## src/rtl/fft_out_pkg.sv

```systemverilog
// Shared widths, FSM encoding and index helpers for the FFT result unloader.
package fft_out_pkg;

    localparam int unsigned ADDR_W = 9;
    localparam int unsigned DATA_W = 17;
    localparam int unsigned BANK_W = 2;

    typedef enum logic [1:0] {
        StIdle,
        StRun,
        StDrain
    } state_e;

    // Reverses the low n_log2 bits of n; bits above n_log2 come back zero.
    function automatic logic [15:0] bitrev(input logic [15:0] n, input int unsigned n_log2);
        logic [15:0] r;
        r = '0;
        for (int i = 0; i < 16; i++) begin
            if (i < int'(n_log2)) begin
                r[i] = n[int'(n_log2) - 1 - i];
            end
        end
        return r;
    endfunction

endpackage

```

## src/rtl/fft_out_fifo.sv

```systemverilog
// Synchronous skid FIFO; a write and a read in the same clock are both honoured.
module fft_out_fifo #(
    parameter int unsigned Depth = 4,
    parameter int unsigned Width = 18,
    localparam int unsigned CntW = $clog2(Depth + 1)
) (
    input  logic             clk_i,
    input  logic             rst_ni,
    input  logic             wr_i,
    input  logic [Width-1:0] wdata_i,
    input  logic             rd_i,
    output logic [Width-1:0] rdata_o,
    output logic             full_o,
    output logic             empty_o,
    output logic [CntW-1:0]  count_o
);

    localparam int unsigned PtrW = (Depth > 1) ? $clog2(Depth) : 1;

    logic [Width-1:0] mem_q [Depth];
    logic [PtrW-1:0]  wr_ptr_q, rd_ptr_q;
    logic [CntW-1:0]  count_q;
    logic             do_wr, do_rd;

    function automatic logic [PtrW-1:0] ptr_inc(input logic [PtrW-1:0] p);
        return (p == PtrW'(Depth - 1)) ? '0 : p + 1'b1;
    endfunction

    assign empty_o = (count_q == '0);
    assign full_o  = (count_q == CntW'(Depth));
    assign count_o = count_q;
    assign rdata_o = mem_q[rd_ptr_q];

    assign do_rd = rd_i & ~empty_o;
    assign do_wr = wr_i & (~full_o | do_rd);

    always_ff @(posedge clk_i or negedge rst_ni) begin
        if (!rst_ni) begin
            wr_ptr_q <= '0;
            rd_ptr_q <= '0;
            count_q  <= '0;
            for (int i = 0; i < int'(Depth); i++) begin
                mem_q[i] <= '0;
            end
        end else begin
            if (do_wr) begin
                mem_q[wr_ptr_q] <= wdata_i;
                wr_ptr_q        <= ptr_inc(wr_ptr_q);
            end
            if (do_rd) begin
                rd_ptr_q <= ptr_inc(rd_ptr_q);
            end
            case ({do_wr, do_rd})
                2'b10:   count_q <= count_q + 1'b1;
                2'b01:   count_q <= count_q - 1'b1;
                default: count_q <= count_q;
            endcase
        end
    end

endmodule

```

## src/rtl/fft_out_reader.sv

```systemverilog
// Unloads the FFT result banks after completion and streams the words out
// under valid/ready, in natural or bit-reversed point order.
module fft_out_reader
    import fft_out_pkg::*;
#(
    parameter int unsigned N_LOG2     = 11,
    parameter int unsigned RD_LAT     = 2,
    parameter int unsigned ORDER      = 1,
    parameter int unsigned FIFO_DEPTH = 4
) (
    input  logic              iCLK,
    input  logic              iRESET,
    input  logic              iFFT_RDY,
    output logic [ADDR_W-1:0] oADDR_RD_0,
    output logic [ADDR_W-1:0] oADDR_RD_1,
    output logic [ADDR_W-1:0] oADDR_RD_2,
    output logic [ADDR_W-1:0] oADDR_RD_3,
    input  logic [DATA_W-1:0] iDATA_RE_0,
    input  logic [DATA_W-1:0] iDATA_RE_1,
    input  logic [DATA_W-1:0] iDATA_RE_2,
    input  logic [DATA_W-1:0] iDATA_RE_3,
    output logic [DATA_W-1:0] oDATA,
    output logic              oVALID,
    input  logic              iREADY,
    output logic              oLAST,
    output logic              oBUSY,
    output logic              oDONE
);

    localparam int unsigned CntW   = $clog2(FIFO_DEPTH + 1);
    localparam int unsigned Stages = RD_LAT + 1;

    state_e             state_q, state_d;
    logic               rdy_q;
    logic [N_LOG2-1:0]  n_q, n_d;
    logic [ADDR_W-1:0]  addr_q, addr_d;
    logic [Stages-1:0]  vld_q;
    logic [Stages-1:0]  last_q;
    logic [BANK_W-1:0]  bank_q [Stages];
    logic               done_q, done_d;

    logic               trig, issue, pop, n_last;
    logic [15:0]        k_rev;
    logic [N_LOG2-1:0]  k;
    logic [DATA_W-1:0]  cap_data;
    logic               fifo_full, fifo_empty;
    logic [CntW-1:0]    fifo_count;
    logic [DATA_W:0]    fifo_rdata;
    int unsigned        inflight;
    logic               unused_sig;

    assign trig   = iFFT_RDY & ~rdy_q;
    assign pop    = oVALID & iREADY;
    assign n_last = (n_q == {N_LOG2{1'b1}});
    assign k_rev  = bitrev(16'(n_q), N_LOG2);
    assign k      = (ORDER == 1) ? k_rev[N_LOG2-1:0] : n_q;

    assign unused_sig = fifo_full ^ (^k_rev[15:N_LOG2]);

    // Every issued read still in the return pipe holds a FIFO slot.
    always_comb begin
        inflight = 0;
        for (int unsigned i = 0; i < Stages; i++) begin
            inflight = inflight + 32'(vld_q[i]);
        end
    end

    always_comb begin
        state_d = state_q;
        n_d     = n_q;
        addr_d  = addr_q;
        done_d  = 1'b0;
        issue   = 1'b0;
        unique case (state_q)
            StIdle: begin
                if (trig) begin
                    issue   = 1'b1;
                    state_d = StRun;
                end
            end
            StRun: begin
                // A word leaving the FIFO this clock frees its slot for a new read.
                if (inflight + 32'(fifo_count) < FIFO_DEPTH + 32'(pop)) begin
                    issue = 1'b1;
                    if (n_last) begin
                        state_d = StDrain;
                    end
                end
            end
            StDrain: begin
                if (fifo_empty && (vld_q == '0)) begin
                    state_d = StIdle;
                    done_d  = 1'b1;
                end
            end
            default: state_d = StIdle;
        endcase
        if (issue) begin
            addr_d = k[ADDR_W+1:2];
            n_d    = n_q + 1'b1;
        end
    end

    always_ff @(posedge iCLK or negedge iRESET) begin
        if (!iRESET) begin
            state_q <= StIdle;
            rdy_q   <= 1'b0;
            n_q     <= '0;
            addr_q  <= '0;
            vld_q   <= '0;
            last_q  <= '0;
            done_q  <= 1'b0;
            for (int i = 0; i < int'(Stages); i++) begin
                bank_q[i] <= '0;
            end
        end else begin
            state_q   <= state_d;
            rdy_q     <= iFFT_RDY;
            n_q       <= n_d;
            addr_q    <= addr_d;
            done_q    <= done_d;
            vld_q     <= {vld_q[Stages-2:0], issue};
            last_q    <= {last_q[Stages-2:0], issue & n_last};
            bank_q[0] <= k[BANK_W-1:0];
            for (int i = 1; i < int'(Stages); i++) begin
                bank_q[i] <= bank_q[i-1];
            end
        end
    end

    always_comb begin
        case (bank_q[RD_LAT])
            2'd0:    cap_data = iDATA_RE_0;
            2'd1:    cap_data = iDATA_RE_1;
            2'd2:    cap_data = iDATA_RE_2;
            default: cap_data = iDATA_RE_3;
        endcase
    end

    fft_out_fifo #(
        .Depth (FIFO_DEPTH),
        .Width (DATA_W + 1)
    ) u_fifo (
        .clk_i   (iCLK),
        .rst_ni  (iRESET),
        .wr_i    (vld_q[RD_LAT]),
        .wdata_i ({last_q[RD_LAT], cap_data}),
        .rd_i    (pop),
        .rdata_o (fifo_rdata),
        .full_o  (fifo_full),
        .empty_o (fifo_empty),
        .count_o (fifo_count)
    );

    assign oADDR_RD_0 = addr_q;
    assign oADDR_RD_1 = addr_q;
    assign oADDR_RD_2 = addr_q;
    assign oADDR_RD_3 = addr_q;
    assign oVALID     = ~fifo_empty;
    assign oDATA      = oVALID ? fifo_rdata[DATA_W-1:0] : '0;
    assign oLAST      = oVALID & fifo_rdata[DATA_W];
    assign oBUSY      = (state_q != StIdle);
    assign oDONE      = done_q;

endmodule

```

## config.mk

```make
export PLATFORM = sky130hd
export DESIGN_NAME = fft_out_reader
export DESIGN_NICKNAME = d
export VERILOG_FILES = /design/src/rtl/fft_out_pkg.sv /design/src/rtl/fft_out_fifo.sv /design/src/rtl/fft_out_reader.sv
export SDC_FILE = /design/constraint.sdc
export NUM_CORES = 1
export LEC_CHECK = 0
export CELL_PAD_IN_SITES_DETAIL_PLACEMENT = 1
export CELL_PAD_IN_SITES_GLOBAL_PLACEMENT = 1
export CORE_MARGIN = 2
export CORE_UTILIZATION = 42
export CTS_CLUSTER_SIZE = 40
export DETAILED_ROUTE_END_ITERATION = 7
export GPL_TIMING_DRIVEN = 0
export PLACE_DENSITY_LB_ADDON = 0.1
export SETUP_SLACK_MARGIN = 0.02
export SLEW_MARGIN = 20
export SYNTH_ARGS = -nofsm -noshare
export SYNTH_HDL_FRONTEND = slang
export SYNTH_SLANG_ARGS = --single-unit
```

## constraint.sdc

```tcl
create_clock -name iCLK -period 4.05 [get_ports iCLK]
set_clock_uncertainty 0.2 [all_clocks]
set_input_delay 0.81 -clock iCLK [delete_from_list [all_inputs] [get_ports iCLK]]
set_output_delay 0.81 -clock iCLK [all_outputs]
set_load 0.01 [all_outputs]
```

### Word level (Yosys, flattened, before mapping)

Index checks and enable logic that the tools add are counted.
Widths: inputs -> output; s select.

* bits in registers: 115
* bits of input ports: 72
* output and inout bits: 57

* add/sub/neg operators: 9
* magnitude comparators: 4
* equal/unequal tests: 14
* multiplexer cells: 21
* bitwise operators: 12
* reductions and logical operators: 9

Operators with widths (count)
* $bwmux 72: 1
* $mux 18: 3
* $pmux 17 s3: 1
* $bmux 18 s2: 1
* $demux 18 s2: 1
* $mux 17: 1
* $mux 2: 6
* $add 11x1->11 const B: 1
* $eq 11x11->1 const B: 1
* $eq 2x2->1 const B: 5
* $ne 2x2->1 const B: 4
* $and 1x1->1: 6
* $eq 2x1->1 const B: 3
* $ge 3x3->1 const B: 2
* $logic_not 3->1: 2
* $not 2->3: 2
* $pmux 2 s3: 1
* $pmux 3 s2: 1
* $add 2x1->2 const B: 2
* $add 3x1->4 const A: 1
* $add 3x3->4: 1
* $logic_not 2->1: 2
* $lt 4x4->1: 1
* $mux 1: 4
* other kinds (12): 16

### Depth between registers and ports, before layout

* depth in word-level cells: 8
* depth in mapped cells: 10

### By module

A second synthesis with hierarchy kept.

* cell total of the unflattened synthesis: 395
* area, all modules: 5880.6 um^2

Modules (own cells, without submodules)
* fft_out_fifo: instances 1, cells an instance 214, area each 3554.7 um^2
* fft_out_reader: instances 1, cells an instance 181, area each 2326.0 um^2

### Worst setup path before layout

No wires, ideal clock.

* kind: flip-flop to flip-flop
* from: register vld_q[0]
* to: register n_q[1]
* setup time: 0.125 ns
* data arrival time: 2.680 ns
* required time: 3.725 ns
* setup slack: 1.045 ns
* cell stages (with the launch flop): 10
* period minus slack after synthesis: 3.005 ns
* cell sequence: dfrtp_1 -> fa_1 -> ha_1 -> inv_1 -> fa_1 -> nor2b_1 -> a211oi_4 -> nor3_4 -> buf_6 -> mux2_4

* longest elaborated chain between the ends: 6

RTL lines
* start: declaration: line fft_out_reader.sv:37 `logic [Stages-1:0] vld_q;`
* start signal: assignment: line fft_out_reader.sv:122 `vld_q <= {vld_q[Stages-2:0], issue};`
* $add 1x1->2: line fft_out_reader.sv:64 `inflight = inflight + 32'(vld_q[i]);`
* $add 2x1->3: line fft_out_reader.sv:64
* $add 3x3->4: line fft_out_reader.sv:83 `if (inflight + 32'(fifo_count) < FIFO_DEPTH + 32'(pop)) begin`
* $lt 4x4->1: line fft_out_reader.sv:83
* $mux 1: line fft_out_reader.sv:83
* $pmux 1 s2: line fft_out_reader.sv:74 `unique case (state_q)`
* named net issue: line fft_out_reader.sv:42 `logic trig, issue, pop, n_last;`
* end signal: assignment: line fft_out_reader.sv:119 `n_q <= n_d;`
* end: declaration: line fft_out_reader.sv:35 `logic [N_LOG2-1:0] n_q, n_d;`

The timed path passes the listed nets, and every way through them passes these cells.
A chain may end at the register's enable or synchronous reset.

### Worst setup path after layout

* from: register u_fifo.rd_ptr_q[1]
* to: output port oDATA[13]

* longest elaborated chain between the ends: 5

RTL lines
* start: declaration: line fft_out_fifo.sv:21 `logic [PtrW-1:0] wr_ptr_q, rd_ptr_q;`
* start signal: assignment: line fft_out_fifo.sv:51 `rd_ptr_q <= ptr_inc(rd_ptr_q);`
* $not 2->3 (implied by the code): line fft_out_fifo.sv:32 `assign rdata_o = mem_q[rd_ptr_q];`
* $bmux 18 s2: line fft_out_fifo.sv:32
* $mux 18 (implied by the code) (2 in series): line fft_out_fifo.sv:32
* $mux 17: line fft_out_reader.sv:160 `assign oDATA = oVALID ? fifo_rdata[DATA_W-1:0] : '0;`
* end: declaration: line fft_out_reader.sv:22 `output logic [DATA_W-1:0] oDATA,`

No other way between the ends. The select of a mux whose other input is x is not followed.

==> metrics.txt <==
status complete, no violations; CTS Root Cell clkbuf_16; Critical Path Slowest Stage Cell clkbuf_1; Clk pin slew, worst setup/hold paths around 0.050 ns; Final Critical Period about 3.8 ns; FMAX 264 MHz; Seq/Total Area, Yosys 0.495; hold slack 0.0868 ns; Die Area 14800 µm²; Crit path max-delay family buffers and inverters; die width approximately 120 µm; Port-buffer cells 128; largest net degree at the start of global routing 78; hold crit path type input pin to asynchronous set/reset pin; worst path bufs/invs 3; Max Cap Viol 0; Critical R2R Capture oADDR_RD_0[6]; remaining antenna violation count 0; Synth area leaders dfrtp_1, mux2_2, mux4_2; GRT Residual Overflow 0; Hold Vio Cnt, Final 0; Reg2Reg Depth 9; Row Count 42; crit path max fanout 10; Critical Path End Type output port; library cells used by synthesis 44; routed vias/inst 5.19; Bufs on Longest Clock Path 2; crit-path cells clkbuf_1 > clkbuf_2 > mux4_2 > nor2b_1 > clkdlybuf4s50_1; Startpoint Class flop; Avg Inst Size Synth 14.8 µm²; post-route cell area a little under 8000 µm²; max incr delay on CP approximately 0.56 ns; DRC viols 0; slack of the worst reg-to-reg path roughly 0.76 ns; CTS Buf Count 17; initial DRC count 132; most common cell in the netlist dfrtp_1; Data arrival, critical path 2.77 ns; Worst Tran Pin Value approximately 0.85 ns; io pins 129; TritonCTS clock tree done; Final Max Tran Viols 0; dpl cells roughly 700; YS warnings 0; Synth top area share 0.495; RD Place Congestion 0.818; WL/cell 19.6 µm; final worst-path cycle share 0.934; Seq cells post-synth approximately 120; Slew HR 0.432; area leader, netlist dfrtp_1; Detailed Place HPWL roughly 10000 µm; cell count after synthesis 393; Worst-Skew Late Latency 0.42 ns; leakage 3.42 nW; area of the multi-input gates 2580 µm²; Mapped Area between 5000 and 6000 µm²; layout cells sized above 1 0.353; maximum VDD drop ~0.00048 V; ys flop type dfrtp_1; GRT Overall Usage 0.210; synth cell count leaders dfrtp_1, mux2_2, mux4_2; Initial Util 0.435; setup TNS 0 ns; H-tree level count 4; storage element area 2880 µm²; P per Cell Area 848 nW/µm²; Synth Net Count 478; Layout Nets 626; RSZ-0062 raised after global routing no; Placed Area 7340 µm²; Setup WS post-layout 0.266 ns; WP data required 3.04 ns; # fillers 1322; WL final 14300 µm; first-pass GRT wire length between 20000 and 25000 µm; Core ar. 13300 µm²; Cell Count, Final, Fillers Out between 700 and 800; vias 3783; WS Path Type flop to output port; r2r startpoint u_fifo.count_o[0]; antenna violations before repair 0; vias in the first global route between 4000 and 5000; number of synthesized flops with an enable pin 0; ANT cells 0; Area Growth Syn to Fin 35.9%; CTS sink count 115; final setup fails 0; Die H 122 µm; Post-synth ARST share 1.00; dpl ws 0.452 ns; Initial DRT Pass Iterations 4
-- through the flow --
stage          power (mW)   util
6_report             6.69  0.591
5_1_grt              7.13  0.591
4_1_cts              6.80  0.591
3_5_place_dp         5.37  0.550
3_3_place_gp         5.19  0.548
2_1_floorplan        4.11      -
-- cell type report --
type	instances	share of cell area
plain buffers	44	0.0382
clock buffers	27	0.0675
clock inverters	4	0.00254
inverters	13	0.00618
multi-input cells	221	0.327
flip-flops and latches	115	0.365
well taps	176	0.0279
repair buffers	129	0.166
-- state kept, by name (all words and copies together) (netlist names) --
register         cells
state_q              2
u_fifo.count_o       3
u_fifo.rd_ptr_q      2
bank_q               6
last_q               3
rdy_q                1
n_q                 11
oADDR_RD_0           9
u_fifo.wr_ptr_q      2
oDONE                1
u_fifo.mem_q        72
vld_q                3
-- kinds of logic (layout without fill, tap and decap cells) --
family	count (synthesis)	after routing	share of synthesized area
muxes	120	120	0.305
DFF	115	115	0.495
adders and majority gates	13	13	0.0319
buffers and inverters	57	217	0.0601
and+or+nand+nor	63	63	0.0689
AOI/OAI and AO/OA	11	11	0.0177
xor gates and xnor gates	14	14	0.0211
-- worst max-delay path by stage --
| stage | startpoint | end | slack [ns] | cells past startpoint |
|---|---|---|---|---|
| final | u_fifo.rd_ptr_q[1] | oDATA[13] | 0.27 | 5 |
| after global routing | u_fifo.rd_ptr_q[1] | oDATA[13] | 0.11 | 5 |
| after CTS | u_fifo.rd_ptr_q[1] | oDATA[13] | 0.23 | 5 |
| after detailed placement | u_fifo.rd_ptr_q[1] | oDATA[14] | 0.45 | 5 |
| after global placement | iRESET | oADDR_RD_0[7] | -2.36 | 1 |
| after floorplan | vld_q[0] | n_q[1] | 1.04 | 9 |
-- report_power, final --
part	internal, mW	total (mW)	switching, mW
clock	0.887	1.38	0.497
combinational	1.96	3.34	1.38
sequential	1.64	1.97	0.330
total	4.48	6.69	2.21
-- what timing repair did --
item                                    4_1_cts  5_1_grt
hold buffers                                  0        0
buffers inserted                              0        0
endpoints found under the setup margin        2        0
gates resized for setup                       1        0
-- cells in the final DEF, fill, tap and decap left out, types with 2 or more instances in the layout --
cell type | Yosys | layout
clkdlybuf4s50_1 | 0 | 127
dfrtp_1 | 115 | 115
mux2_2 | 76 | 76
mux4_2 | 35 | 35
buf_4 | 31 | 31
nor2b_1 | 23 | 23
clkbuf_16 | 0 | 17
inv_1 | 13 | 13
xor2_1 | 12 | 12
ha_1 | 10 | 10
clkbuf_1 | 7 | 9
nor4_1 | 7 | 7
mux2_4 | 7 | 7
clkbuf_8 | 0 | 7
nand2_1 | 5 | 5
nor2_1 | 5 | 5
clkinv_2 | 0 | 4
buf_6 | 2 | 3
buf_2 | 3 | 3
nand2_4 | 3 | 3
o21ai_0 | 3 | 3
nand3_1 | 3 | 3
fa_1 | 3 | 3
nor3_1 | 2 | 2
a21oi_1 | 2 | 2
and2_1 | 2 | 2
and4_1 | 2 | 2
xnor2_1 | 2 | 2
-- metal layers --
layer  vias up  track usage  share of wire
li1       1700            -              -
met4         0       0.0575          0.012
met3        18       0.0655          0.038
met5         -            0              0
met2        71        0.388           0.56
met1      1994        0.233           0.38
Power figures use the tool's default switching activity.
